## config.mk

```make
export PLATFORM = sky130hd
export DESIGN_NAME = mult_div_unit
export DESIGN_NICKNAME = d
export VERILOG_FILES = /design/src/rtl/mult_div_unit_pkg.sv /design/src/rtl/md_div_step.sv /design/src/rtl/mult_div_unit.sv
export SDC_FILE = /design/constraint.sdc
export NUM_CORES = 1
export LEC_CHECK = 0
export CAP_MARGIN = 5
export CORE_MARGIN = 3
export CORE_UTILIZATION = 55
export CTS_CLUSTER_DIAMETER = 50
export DETAILED_ROUTE_END_ITERATION = 8
export PLACE_DENSITY = 0.87
export SYNTH_ARGS = -nofsm -noshare
export SYNTH_HDL_FRONTEND = slang
export SYNTH_SLANG_ARGS = --single-unit
```

## constraint.sdc

```tcl
create_clock -name clk -period 11.5 [get_ports clk]
set_input_delay 2.875 -clock clk [delete_from_list [all_inputs] [get_ports clk]]
set_output_delay 2.875 -clock clk [all_outputs]
set_load 0.02 [all_outputs]
```

## src/rtl/mult_div_unit_pkg.sv

```systemverilog
`default_nettype none
// ============================================================================
//  Module   : mult_div_unit_pkg
//  Purpose  : Shared definitions for the iterative multiply/divide unit:
//             operation encodings, FSM state enumeration and default width.
//  Ports    : none (package)
//  Revision : 1.0  initial release
// ============================================================================
package mult_div_unit_pkg;

    localparam int MD_WIDTH_DEFAULT = 32;

    localparam logic [2:0] OP_MULT  = 3'd0;
    localparam logic [2:0] OP_MULTU = 3'd1;
    localparam logic [2:0] OP_DIV   = 3'd2;
    localparam logic [2:0] OP_DIVU  = 3'd3;
    localparam logic [2:0] OP_MTHI  = 3'd4;
    localparam logic [2:0] OP_MTLO  = 3'd5;

    typedef enum logic [1:0] {
        IDLE = 2'd0,
        CALC = 2'd1,
        FIX  = 2'd2
    } md_state_e;

    // MULT and DIV treat their operands as two's complement.
    function automatic logic is_signed_op(input logic [2:0] op);
        return (op == OP_MULT) || (op == OP_DIV);
    endfunction

endpackage
`default_nettype wire

```

## src/rtl/md_div_step.sv

```systemverilog
`default_nettype none
// ============================================================================
//  Module   : md_div_step
//  Purpose  : One combinational restoring-division iteration. The partial
//             remainder is shifted left taking in the next dividend bit (MSB
//             of quo_i), a trial subtraction of the divisor decides the new
//             quotient bit, and the remainder is restored when it borrows.
//  Ports    : rem_i     - partial remainder
//             quo_i     - dividend bits still to consume / quotient so far
//             divisor_i - divisor magnitude
//             rem_o     - updated partial remainder
//             quo_o     - quo_i shifted left with new quotient bit in LSB
//  Revision : 1.0  initial release
// ============================================================================
module md_div_step
    import mult_div_unit_pkg::*;
#(
    parameter int WIDTH = MD_WIDTH_DEFAULT
) (
    input  logic [WIDTH-1:0] rem_i,
    input  logic [WIDTH-1:0] quo_i,
    input  logic [WIDTH-1:0] divisor_i,
    output logic [WIDTH-1:0] rem_o,
    output logic [WIDTH-1:0] quo_o
);

    logic [WIDTH:0]   w_shift;
    logic [WIDTH+1:0] w_diff;
    logic             w_borrow;
    logic             w_unused_diff_bit;

    assign w_shift  = {rem_i, quo_i[WIDTH-1]};
    assign w_diff   = {1'b0, w_shift} - {2'b00, divisor_i};
    assign w_borrow = w_diff[WIDTH+1];

    // On success the difference is below the divisor, so bit WIDTH is zero;
    // on borrow the shifted value was below the divisor, so it fits too.
    assign w_unused_diff_bit = w_diff[WIDTH];

    assign rem_o = w_borrow ? w_shift[WIDTH-1:0] : w_diff[WIDTH-1:0];
    assign quo_o = {quo_i[WIDTH-2:0], ~w_borrow};

endmodule
`default_nettype wire

```

## src/rtl/mult_div_unit.sv

```systemverilog
`default_nettype none
// ============================================================================
//  Module   : mult_div_unit
//  Purpose  : Iterative HI/LO multiply/divide unit. Radix-2 shift-add
//             multiplication and restoring division, one bit per cycle on
//             operand magnitudes, with sign correction in a final FIX cycle.
//  Ports    : clk   - clock, rising edge
//             rst   - asynchronous active-high reset
//             start - request strobe
//             op    - MULT/MULTU/DIV/DIVU/MTHI/MTLO (6-7 no-op)
//             a, b  - operands (a is also MTHI/MTLO data)
//             busy  - arithmetic operation in progress (WIDTH+1 cycles)
//             done  - one-cycle pulse after hi/lo receive a new result
//             hi,lo - HI/LO result registers
//  Revision : 1.0  initial release
// ============================================================================
module mult_div_unit
    import mult_div_unit_pkg::*;
#(
    parameter int WIDTH = MD_WIDTH_DEFAULT
) (
    input  logic             clk,
    input  logic             rst,
    input  logic             start,
    input  logic [2:0]       op,
    input  logic [WIDTH-1:0] a,
    input  logic [WIDTH-1:0] b,
    output logic             busy,
    output logic             done,
    output logic [WIDTH-1:0] hi,
    output logic [WIDTH-1:0] lo
);

    localparam int               CNT_W    = $clog2(WIDTH) + 1;
    localparam logic [CNT_W-1:0] CNT_LAST = CNT_W'(WIDTH - 1);
    localparam logic [CNT_W-1:0] CNT_ONE  = CNT_W'(1);

    md_state_e state_q, state_d;

    logic [CNT_W-1:0] cnt_q, cnt_d;
    logic             is_div_q, is_div_d;
    logic             neg_q, neg_d;       // negate product / quotient
    logic             rneg_q, rneg_d;     // negate remainder (dividend sign)
    logic [WIDTH-1:0] bmag_q, bmag_d;
    logic [WIDTH-1:0] acc_hi_q, acc_hi_d; // product high half / remainder
    logic [WIDTH-1:0] acc_lo_q, acc_lo_d; // multiplier bits / quotient
    logic [WIDTH-1:0] hi_q, hi_d;
    logic [WIDTH-1:0] lo_q, lo_d;
    logic             done_q, done_d;

    logic             w_signed_op;
    logic [WIDTH-1:0] w_a_mag;
    logic [WIDTH-1:0] w_b_mag;
    logic [WIDTH:0]   w_sum;
    logic [WIDTH-1:0] w_div_rem;
    logic [WIDTH-1:0] w_div_quo;
    logic [2*WIDTH-1:0] w_prod;
    logic [2*WIDTH-1:0] w_prod_fix;
    logic [WIDTH-1:0] w_quo_fix;
    logic [WIDTH-1:0] w_rem_fix;

    assign w_signed_op = is_signed_op(op);
    assign w_a_mag     = (w_signed_op && a[WIDTH-1]) ? -a : a;
    assign w_b_mag     = (w_signed_op && b[WIDTH-1]) ? -b : b;

    // Shift-add: add the multiplicand when the current multiplier bit is
    // set, then shift the (WIDTH+1)-bit sum and the multiplier right as one.
    assign w_sum = {1'b0, acc_hi_q} + (acc_lo_q[0] ? {1'b0, bmag_q} : '0);

    md_div_step #(
        .WIDTH     (WIDTH)
    ) u_div_step (
        .rem_i     (acc_hi_q),
        .quo_i     (acc_lo_q),
        .divisor_i (bmag_q),
        .rem_o     (w_div_rem),
        .quo_o     (w_div_quo)
    );

    assign w_prod     = {acc_hi_q, acc_lo_q};
    assign w_prod_fix = neg_q ? -w_prod : w_prod;
    // A zero divisor produces an all-ones quotient magnitude; it must stay
    // all ones regardless of operand signs. The remainder is |a| and the
    // dividend-sign correction turns it back into a exactly.
    assign w_quo_fix  = (bmag_q == '0) ? '1 : (neg_q ? -acc_lo_q : acc_lo_q);
    assign w_rem_fix  = rneg_q ? -acc_hi_q : acc_hi_q;

    always_ff @(posedge clk or posedge rst) begin
        if (rst) begin
            state_q <= IDLE;
        end else begin
            state_q <= state_d;
        end
    end

    always_ff @(posedge clk or posedge rst) begin
        if (rst) begin
            cnt_q    <= '0;
            is_div_q <= 1'b0;
            neg_q    <= 1'b0;
            rneg_q   <= 1'b0;
            bmag_q   <= '0;
            acc_hi_q <= '0;
            acc_lo_q <= '0;
            hi_q     <= '0;
            lo_q     <= '0;
            done_q   <= 1'b0;
        end else begin
            cnt_q    <= cnt_d;
            is_div_q <= is_div_d;
            neg_q    <= neg_d;
            rneg_q   <= rneg_d;
            bmag_q   <= bmag_d;
            acc_hi_q <= acc_hi_d;
            acc_lo_q <= acc_lo_d;
            hi_q     <= hi_d;
            lo_q     <= lo_d;
            done_q   <= done_d;
        end
    end

    always_comb begin
        state_d  = state_q;
        cnt_d    = cnt_q;
        is_div_d = is_div_q;
        neg_d    = neg_q;
        rneg_d   = rneg_q;
        bmag_d   = bmag_q;
        acc_hi_d = acc_hi_q;
        acc_lo_d = acc_lo_q;
        hi_d     = hi_q;
        lo_d     = lo_q;
        done_d   = 1'b0;

        case (state_q)
            IDLE: begin
                if (start) begin
                    if (!op[2]) begin
                        // Multiply and divide share the same start-up:
                        // upper accumulator cleared, |a| in the lower half.
                        state_d  = CALC;
                        cnt_d    = '0;
                        is_div_d = op[1];
                        neg_d    = w_signed_op & (a[WIDTH-1] ^ b[WIDTH-1]);
                        rneg_d   = w_signed_op & a[WIDTH-1];
                        bmag_d   = w_b_mag;
                        acc_hi_d = '0;
                        acc_lo_d = w_a_mag;
                    end else if (op == OP_MTHI) begin
                        hi_d = a;
                    end else if (op == OP_MTLO) begin
                        lo_d = a;
                    end
                end
            end
            CALC: begin
                if (is_div_q) begin
                    acc_hi_d = w_div_rem;
                    acc_lo_d = w_div_quo;
                end else begin
                    acc_hi_d = w_sum[WIDTH:1];
                    acc_lo_d = {w_sum[0], acc_lo_q[WIDTH-1:1]};
                end
                cnt_d = cnt_q + CNT_ONE;
                if (cnt_q == CNT_LAST) begin
                    state_d = FIX;
                end
            end
            FIX: begin
                state_d = IDLE;
                done_d  = 1'b1;
                if (is_div_q) begin
                    hi_d = w_rem_fix;
                    lo_d = w_quo_fix;
                end else begin
                    hi_d = w_prod_fix[2*WIDTH-1:WIDTH];
                    lo_d = w_prod_fix[WIDTH-1:0];
                end
            end
            default: begin
                state_d = IDLE;
            end
        endcase
    end

    assign busy = (state_q != IDLE);
    assign done = done_q;
    assign hi   = hi_q;
    assign lo   = lo_q;

endmodule
`default_nettype wire

```

Word level (Yosys, flattened, before mapping) --
Index checks and enable logic that the tools add are counted.
Word-level totals: logic and storage cells 86, input bits 70, register bits 172, output and inout bits 66
Cells by class: eq/ne operators 13, muxes and demuxes 35, add/sub/neg operators 8, reduce and logical (&&, ||, !) cells 14, bitwise logic cells 5
Operators by type and width (count):
- $mux 32 | 22
- $pmux 32 s2 | 4
- $neg 32->32 | 4
- $mux 64 | 1
- $neg 64->64 | 1
- $sub 33x32->34 | 1
- $add 32x32->33 | 1
- $logic_not 32->1 | 1
- $ne 2x2->1 const B | 7
- $mux 6 | 2
- $pmux 6 s2 | 1
- $reduce_and 3->1 | 3
- $add 6x1->6 const B | 1
- $eq 3x3->1 const B | 2
- $eq 6x5->1 const B | 1
- $mux 2 | 3
- $reduce_bool 2->1 | 3
- $reduce_and 5->1 | 1
- $pmux 2 s2 | 1
- $reduce_and 4->1 | 1
- $eq 3x2->1 const B | 1
- $logic_not 3->1 | 1
- $and 1x1->1 | 2
- $eq 2x1->1 const B | 1
- 7 further kinds | 9

Longest topological paths before layout --
Gate-level depths: netlist of the first run.
depth after elaboration 7, depth in mapped cells 14

Cells and area by module --
Synthesis of the first run repeated with hierarchy kept, for this count alone.
Second synthesis, totals: cell total of the unflattened synthesis 1931, area, all modules 15167.0 um^2
Modules (own cells, without submodules):
- mult_div_unit | instances 1, area an instance 12504.5 um^2, sequential area each 4304.1 um^2, cells each 1527
- md_div_step | instances 1, area an instance 2662.6 um^2, sequential area each 0.0 um^2, cells each 404

Worst setup path before layout of the first run --
No wires, ideal clock.
path type input -> register, from input a[4], to register acc_lo_q[29], setup time 133 ps, path buffers 0, path slack 6437 ps, arrival time 4930 ps, stages 9, cell sequence or4_1 -> nor3_1 -> nand4_1 -> or3_1 -> o31ai_1 -> xor2_1 -> nand2_1 -> o211ai_1 -> o21ai_0
On the way: word-level cells in the longest chain between the ends 5
RTL lines:
- start, declared | line mult_div_unit.sv:26 | input logic [WIDTH-1:0] a,
- $neg 32->32 | line mult_div_unit.sv:63 | assign w_a_mag = (w_signed_op && a[WIDTH-1]) ? -a : a;
- $mux 32 | line mult_div_unit.sv:63
- $mux 32 | line mult_div_unit.sv:138 | if (!op[2]) begin
- $mux 32 | line mult_div_unit.sv:137 | if (start) begin
- $pmux 32 s2 | line mult_div_unit.sv:135 | case (state_q)
- end signal, assigned | line mult_div_unit.sv:115 | acc_lo_q <= acc_lo_d;
- end, declared | line mult_div_unit.sv:46 | logic [WIDTH-1:0] acc_lo_q, acc_lo_d;
Every way passes these cells. The select of a mux whose other input is x is not followed. A chain may end at the register's enable or synchronous reset.

Worst setup path after layout of the first run --
from input a[12], to register acc_lo_q[29]
The elaborated chain is that of the path after synthesis.

==> results by group, run 1 <==
Timing
  – Slew headroom: 0.205
  – Final Setup Violations: 0
  – Final worst slack: 5.84 ns
  – Min Tclk post-route: between 5 and 6 ns
  – Max Slew Vio Count: 0
  – Final-report hold violation count: 0
  – Setup repair after global routing missed its margin: no
  – Tightest Pin Transition: 1.19 ns
  – Final period util: 0.493
  – Clk_skew: approximately 0.014 ns
  – Max Clk Rate: between 0.15 and 0.2 GHz
  – Setup TNS: 0 ns

Global route
  – GRT Util Overall: 0.321
  – GRT Max-Usage Layer: met2
  – Met2 Track Usage GR: 0.494
  – Overflow after GRT: 0
  – Largest net degree at the start of global routing: 97
  – Vias in the first global route: around 14000
  – First-pass GRT wire length: 73300 microns
  – Met1 Usage GRT: 0.446
  – Initial antenna violation count: 0
  – Met3 Usage GRT: 0.0630

Yosys
  – Mapped Cells: between 1500 and 2000
  – Distinct cells, synth: 80
  – Synth warn: 0
  – Seq/Total Area, Yosys: 0.299
  – Synth Area per Inst: between 7 and 8 sq um
  – Post-synth ARST share: 1.00
  – Post-synth EDFFs: 0
  – Synth area leaders: dfrtp_1 (30%), o21ai_0 (7.1%), ha_1 (6.0%)
  – Synthesized flop and latch total: between 150 and 200
  – Top FF cell, synth: dfrtp_1
  – Share of the synthesized area in the top cell type: 0.299
  – Post-synth top area cell: dfrtp_1
  – Synthesized Nets: 1969
  – Mapped cell area: between 0.01 and 0.015 sq mm

Place
  – Final GP Congestion: between 1 and 1.5
  – Pre-CTS WS: between 5 and 6 ns
  – Hpwl dp: ~34000 microns
  – Port-buffer cells: 135

Setup path
  – Reg2reg start: acc_lo_q[0]
  – Worst flop-to-flop path endpoint: acc_hi_q[28]
  – CP endpoint: acc_lo_q[29]
  – Critical path cell sequence: clkdlybuf4s50_1 -> or4_1 -> nor3_1 -> nand4_1 -> or3_1 -> o31ai_1 -> xor2_1 -> nand2_1 -> o211ai_1 -> o21ai_0
  – Worst R2R Setup Slack: between 7 and 8 ns
  – Critical Path Start: a[12]
  – Kind of critical path: primary input to flip-flop
  – CP max stage cell: or4_1
  – CP startpoint kind: primary input
  – Crit Path Max Fanout: 6
  – Worst endpoint required time: 11.81 ns
  – Slowest stage delay, CP: approximately 0.6 ns
  – Critical path endpoint category: flip-flop
  – Cells on worst reg2reg path: 12
  – Arrival @ worst endpoint: 5.97 ns

Layout
  – Most common cell after layout, fill and taps aside: nand2_1
  – # fillers: ~2100
  – ANT cells: 0
  – Layout cells sized above 1: 0.0473
  – Nets@finish: just over 2000
  – Register area: 0.00431 sq mm
  – Multi-input logic area: about 0.0094 sq mm
  – Most frequent cells in the layout: nand2_1 (216), o21ai_0 (203), dfrtp_1 (171), nor2_1 (143), a21oi_1 (140)
  – Area grow syn2layout: 14.4%

Route
  – Total wire length: ~46000 microns
  – Vias post-DR: 14700
  – DRC viols: 14
  – Initial drt markers: ~2100
  – Wire per inst: 20.7 microns
  – Via density per instance: 6.58
  – First-pass DRT Iterations: 9
  – Post-route ant nets: 0

Pwr
  – Switching power: between 0.002 and 0.003 W
  – Combinational power share: 0.641
  – LEAKAGE: between 6 and 7 nW
  – PD cells: around 330 mW/mm^2
  – Worst VDD drop: roughly 160 uV
  – Sw frac: 0.502
  – Part of the power in registers: 0.247
  – Cell internal pwr: ~0.0027 W
  – Clock Power Share: 0.112

Die
  – Core Region: between 0.02 and 0.03 sq mm
  – Die W: around 170 microns
  – Num ports: around 140
  – Die area: approximately 0.028 sq mm
  – Initial core utilization: 0.565
  – Die Height: ~170 microns
  – # rows: slightly below 60

Clock tree
  – CTS Buf Count: 17
  – CTS Hold Bufs: 0
  – H-tree depth: 4
  – Worst skew pair latency: around 0.45 ns
  – Clk buf depth: 2
  – Clock sinks: 172
  – Post-cts resize count: 0
  – Post-CTS Setup Bufs: 0
  – CTS tree: built
  – Clk slew on worst S/H paths: approximately 0.070 ns
  – Clock root buffer: clkbuf_16

Status
  – Outcome: complete, but fails checks
  – Failing checks: design-rule violations

Worst hold path
  – Worst hold-check path type: flip-flop to flip-flop
  – Hold_sp: cnt_q[5]

Job
  – Max cap viols: 0
-- synthesized netlist by cell type, drive strengths merged, types with 40 or more instances --
master  number
nand2      216
o21ai      205
dfrtp      172
nor2       144
a21oi      140
xnor2       96
clkbuf      95
ha          69
inv         65
xor2        65
mux2i       40
nand3       40
-- logic make-up after synthesis --
logic type | synth area share
adders and majority gates | 0.0628
buffers and inverters | 0.0461
muxes | 0.0317
xor gates and xnor gates | 0.0980
AOI/OAI and AO/OA | 0.264
DFF | 0.299
and+or+nand+nor | 0.198
-- area by class of cell --
class	count	area share
sequential	172	0.262
multi-input combinational	1486	0.573
timing repair buffer	148	0.0880
tap	330	0.0251
clock inverter	13	0.00935
clock buffer	19	0.0275
inverter	65	0.0151
-- critical path: cells and delay by family --
family,cells,cell delay (ns)
and+or+nand+nor,5,1.89
buffers and inverters,1,0.52
AOI/OAI and AO/OA,3,0.49
xor gates and xnor gates,1,0.19
-- power groups by stage --
stage	clock network [W]	registers (W)	logic (W)
2_1_floorplan	0	0.00128	0.00245
3_3_place_gp	0	0.00131	0.00327
3_5_place_dp	0	0.00133	0.00337
4_1_cts	0.000610	0.00132	0.00340
5_1_grt	0.000631	0.00138	0.00379
6_report	0.000610	0.00134	0.00348
-- flip-flops by register name (all words and copies together), names as in the netlist --
name / flops
neg_q: 1
rneg_q: 1
bmag_q: 32
done: 1
lo: 32
is_div_q: 1
hi: 32
acc_lo_q: 32
state_q: 2
acc_hi_q: 32
cnt_q: 6
-- stage by stage --
step	total power [W]	cell area, sq um	std cells	hold slack (ns)	util
final	0.00543	16500	2233	0.480	0.646
after global routing	0.00580	16500	2233	0.512	0.646
after CTS	0.00532	16500	2233	0.487	0.646
after detailed placement	0.00470	15800	2201	0.471	0.622
after global placement	0.00458	15800	2201	0.459	0.622
after floorplan	0.00372	14400	1828	0.441	-
-- per-layer routing --
metal	wire, microns	share of wire	vias to the layer above
li1	-	-	6765
met1	18800	0.41	6860
met2	20100	0.43	939
met3	5370	0.12	136
met4	1970	0.043	0
met5	0	0	-
-- worst min path at each step --
| stage | end | cells past startpoint |
|---|---|---|
| after global placement | state_q[1] | 1 |
| after CTS | state_q[1] | 1 |
| final | state_q[1] | 1 |
| after global routing | bmag_q[19] | 2 |
| after floorplan | state_q[1] | 1 |
| after detailed placement | lo[8] | 2 |
Note: power is estimated with default switching activity, not from simulation.
==> run 2, diff against run 1 <==
--- a/config.mk
+++ b/config.mk
@@ -7,10 +7,10 @@
 export LEC_CHECK = 0
 export CAP_MARGIN = 5
 export CORE_MARGIN = 3
-export CORE_UTILIZATION = 55
+export CORE_UTILIZATION = 54
 export CTS_CLUSTER_DIAMETER = 50
 export DETAILED_ROUTE_END_ITERATION = 8
-export PLACE_DENSITY = 0.87
+export PLACE_DENSITY = 0.89
 export SYNTH_ARGS = -nofsm -noshare
 export SYNTH_HDL_FRONTEND = slang
 export SYNTH_SLANG_ARGS = --single-unit
==> constraint.sdc (replaced) <==
create_clock -name clk -period 4.6 [get_ports clk]
set_input_delay 1.15 -clock clk [delete_from_list [all_inputs] [get_ports clk]]
set_output_delay 1.15 -clock clk [all_outputs]
set_load 0.02 [all_outputs]
==> run 2 against run 1 <==
Against the previous run: the run now ends clean; clock-buffer cell count down 2; first-iteration DRC count is 2.1% lower; critical path type unchanged; combinational power increased to 2.6 times the previous value; sequential share of layout area down 0.27 points; via count rose by 1.6%; power grew to 2.5 times the previous value; sequential cell count unchanged; utilization fell by 0.98 points; sequential power increased by 150%; highest routed layer is now met5; die area grew 1.8%.
==> results by group, run 2 (same netlist as run 1, synthesis figures left out) <==
Status
  – Outcome: complete, no violations

Clock tree
  – CTS Buf Count: 17 (unchanged)
  – Clk slew on worst S/H paths: 0.07 ns (about the same)
  – Worst skew pair latency: 0.46 ns (about the same)
  – Clock sinks: 172 (unchanged)
  – CTS tree: built
  – Post-CTS Setup Bufs: 0 (unchanged)
  – H-tree depth: 4 (unchanged)
  – Clk buf depth: 2 (unchanged)
  – Clock root buffer: clkbuf_16
  – CTS Hold Bufs: 0 (unchanged)
  – Post-cts resize count: 0 (unchanged)

Global route
  – Vias in the first global route: 13800 (+1.9%)
  – GRT Util Overall: 0.325 (+0.00460)
  – Initial antenna violation count: 1 (+1)
  – Overflow after GRT: 0 (unchanged)
  – First-pass GRT wire length: 74400 microns (+1.4%)
  – Largest net degree at the start of global routing: 95 (-2.1%)

Timing
  – Tightest Pin Transition: 1.05 ns (-0.139 ns)
  – Slew headroom: 0.298 (+0.0926)
  – Clk_skew: 0.0177 ns (+0.00378 ns)
  – Final Setup Violations: 0 (unchanged)
  – Final-report hold violation count: 0 (unchanged)
  – Setup repair after global routing missed its margin: no
  – Min Tclk post-route: between 3 and 4 ns
  – Setup TNS: 0 ns (unchanged)
  – Max Clk Rate: roughly 0.26 GHz
  – Final period util: 0.847
  – Final worst slack: 0.706 ns (-5.13 ns)
  – Max Slew Vio Count: 0 (unchanged)

Pwr
  – PD cells: 821 mW/mm^2 (+150%)
  – Tot Pwr: 0.0136 W (+150%)
  – LEAKAGE: 6.87 nW (+1.3%)
  – Worst VDD drop: 335 uV (+110%)

Worst hold path
  – Worst hold-check path type: flip-flop to flip-flop

Route
  – Wire per inst: 21.2 microns (+2.4%)
  – DRC viols: 0 (-14)
  – Initial drt markers: 2059 (-2.1%)
  – Via density per instance: 6.61 (+0.35%)
  – Vias post-DR: 14900 (+1.6%)
  – Total wire length: 47900 microns (+3.6%)
  – First-pass DRT Iterations: 7 (-2)
  – Post-route ant nets: 0 (unchanged)

Setup path
  – Crit Path Max Fanout: 8 (+2)
  – Arrival @ worst endpoint: 4.21 ns (-1.76 ns)
  – Critical path endpoint category: flip-flop
  – Worst endpoint required time: 4.92 ns (-6.89 ns)
  – CP startpoint kind: primary input
  – Kind of critical path: primary input to flip-flop

Die
  – Die Height: 169 microns (+0.89%)
  – Num ports: 136 (unchanged)
  – # rows: 59 (+1.7%)
  – Core Region: 0.0261 sq mm (+2.6%)
  – Die W: 169 microns (+0.89%)
  – Die area: 0.0286 sq mm (+1.8%)
  – Initial core utilization: 0.551 (-0.0143)

Layout
  – # fillers: 2188 (+3.6%)
  – Final Util: 0.636 (-0.00982)
  – Area grow syn2layout: 15.6%
  – Layout cells sized above 1: 0.0577 (+0.0104)
  – Nets@finish: 2053 (+1.1%)
  – Most frequent cells in the layout: nand2_1 (216), o21ai_0 (203), dfrtp_1 (171), nor2_1 (143), a21oi_1 (140)
  – Most common cell after layout, fill and taps aside: nand2_1

Place
  – Port-buffer cells: 135 (unchanged)
  – Final GP Congestion: 0.986 (-2.2%)
  – Hpwl dp: 35500 microns (+4.4%)
  – Pre-CTS WS: 0.390 ns (-5.16 ns)

Job
  – Max cap viols: 0 (unchanged)
-- run 2: cell count changes in the layout (fill, tap and decap cells not counted), sizes merged --
cell / delta
clkinvlp: +2
inv: -2
clkbuf: -2
clkinv: +2
bufinv: -1
buf: +22
diode: +1
-- run 2: final cells by class --
| cell class | instances | area, sq um | area share |
|---|---|---|---|
| multi-input combinational | 1486 | 9430 | 0.567 |
| sequential | 172 | 4310 | 0.259 |
| timing repair buffer | 170 | 1650 | 0.0993 |
| clock buffer | 17 | 425 | 0.0256 |
| tap | 335 | 419 | 0.0252 |
| inverter | 65 | 248 | 0.0149 |
| clock inverter | 14 | 141 | 0.00850 |
| antenna | 1 | 2.50 | 0.000151 |
-- run 2: power by group --
group / switching, W / total [W] / leakage, nW / internal, W
clock network: 0.000701 / 0.00146 / 0.273 / 0.000755
logic: 0.00515 / 0.00889 / 4.47 / 0.00374
registers: 0.00106 / 0.00330 / 2.13 / 0.00225
-- run 2: through the flow --
stage | cells | instance area (sq um) | hold WS, ns
after floorplan | 1828 | 14400 | 0.441
after global placement | 2228 | 16100 | 0.463
after detailed placement | 2228 | 16100 | 0.469
after CTS | 2259 | 16600 | 0.486
after global routing | 2259 | 16600 | 0.512
final | 2260 | 16600 | 0.482
-- run 2: path summary, 6_finish.rpt --
check,startpoint,endpoint,cells past startpoint,slack [ns]
hold reg to reg,lo[31],lo[31],2,0.48
max in group asynchronous,rst,acc_lo_q[13],3,2.53
hold / removal,lo[31],lo[31],2,0.48
min in group asynchronous,rst,hi[8],2,1.24
setup reg to reg,acc_lo_q[0],acc_hi_q[28],11,0.71
setup / recovery,a[2],acc_lo_q[30],10,0.71
-- run 2: critical path, stage by stage --
cell,delay (ns)
clkdlybuf4s50_1,0.55
or4_1,0.64
nor4_2,0.49
a31oi_1,0.28
a21oi_1,0.33
o21ai_0,0.20
xnor2_1,0.19
nor2_1,0.06
a211oi_1,0.26
a21oi_1,0.06
-- run 2: per-layer routing --
layer / global-route usage / up-vias / wire, microns
met3: 0.0624 / 148 / 5630
met1: 0.445 / 6964 / 19100
met4: 0.159 / 2 / 2340
met5: 0 / - / 11
li1: - / 6818 / -
met2: 0.498 / 998 / 20800
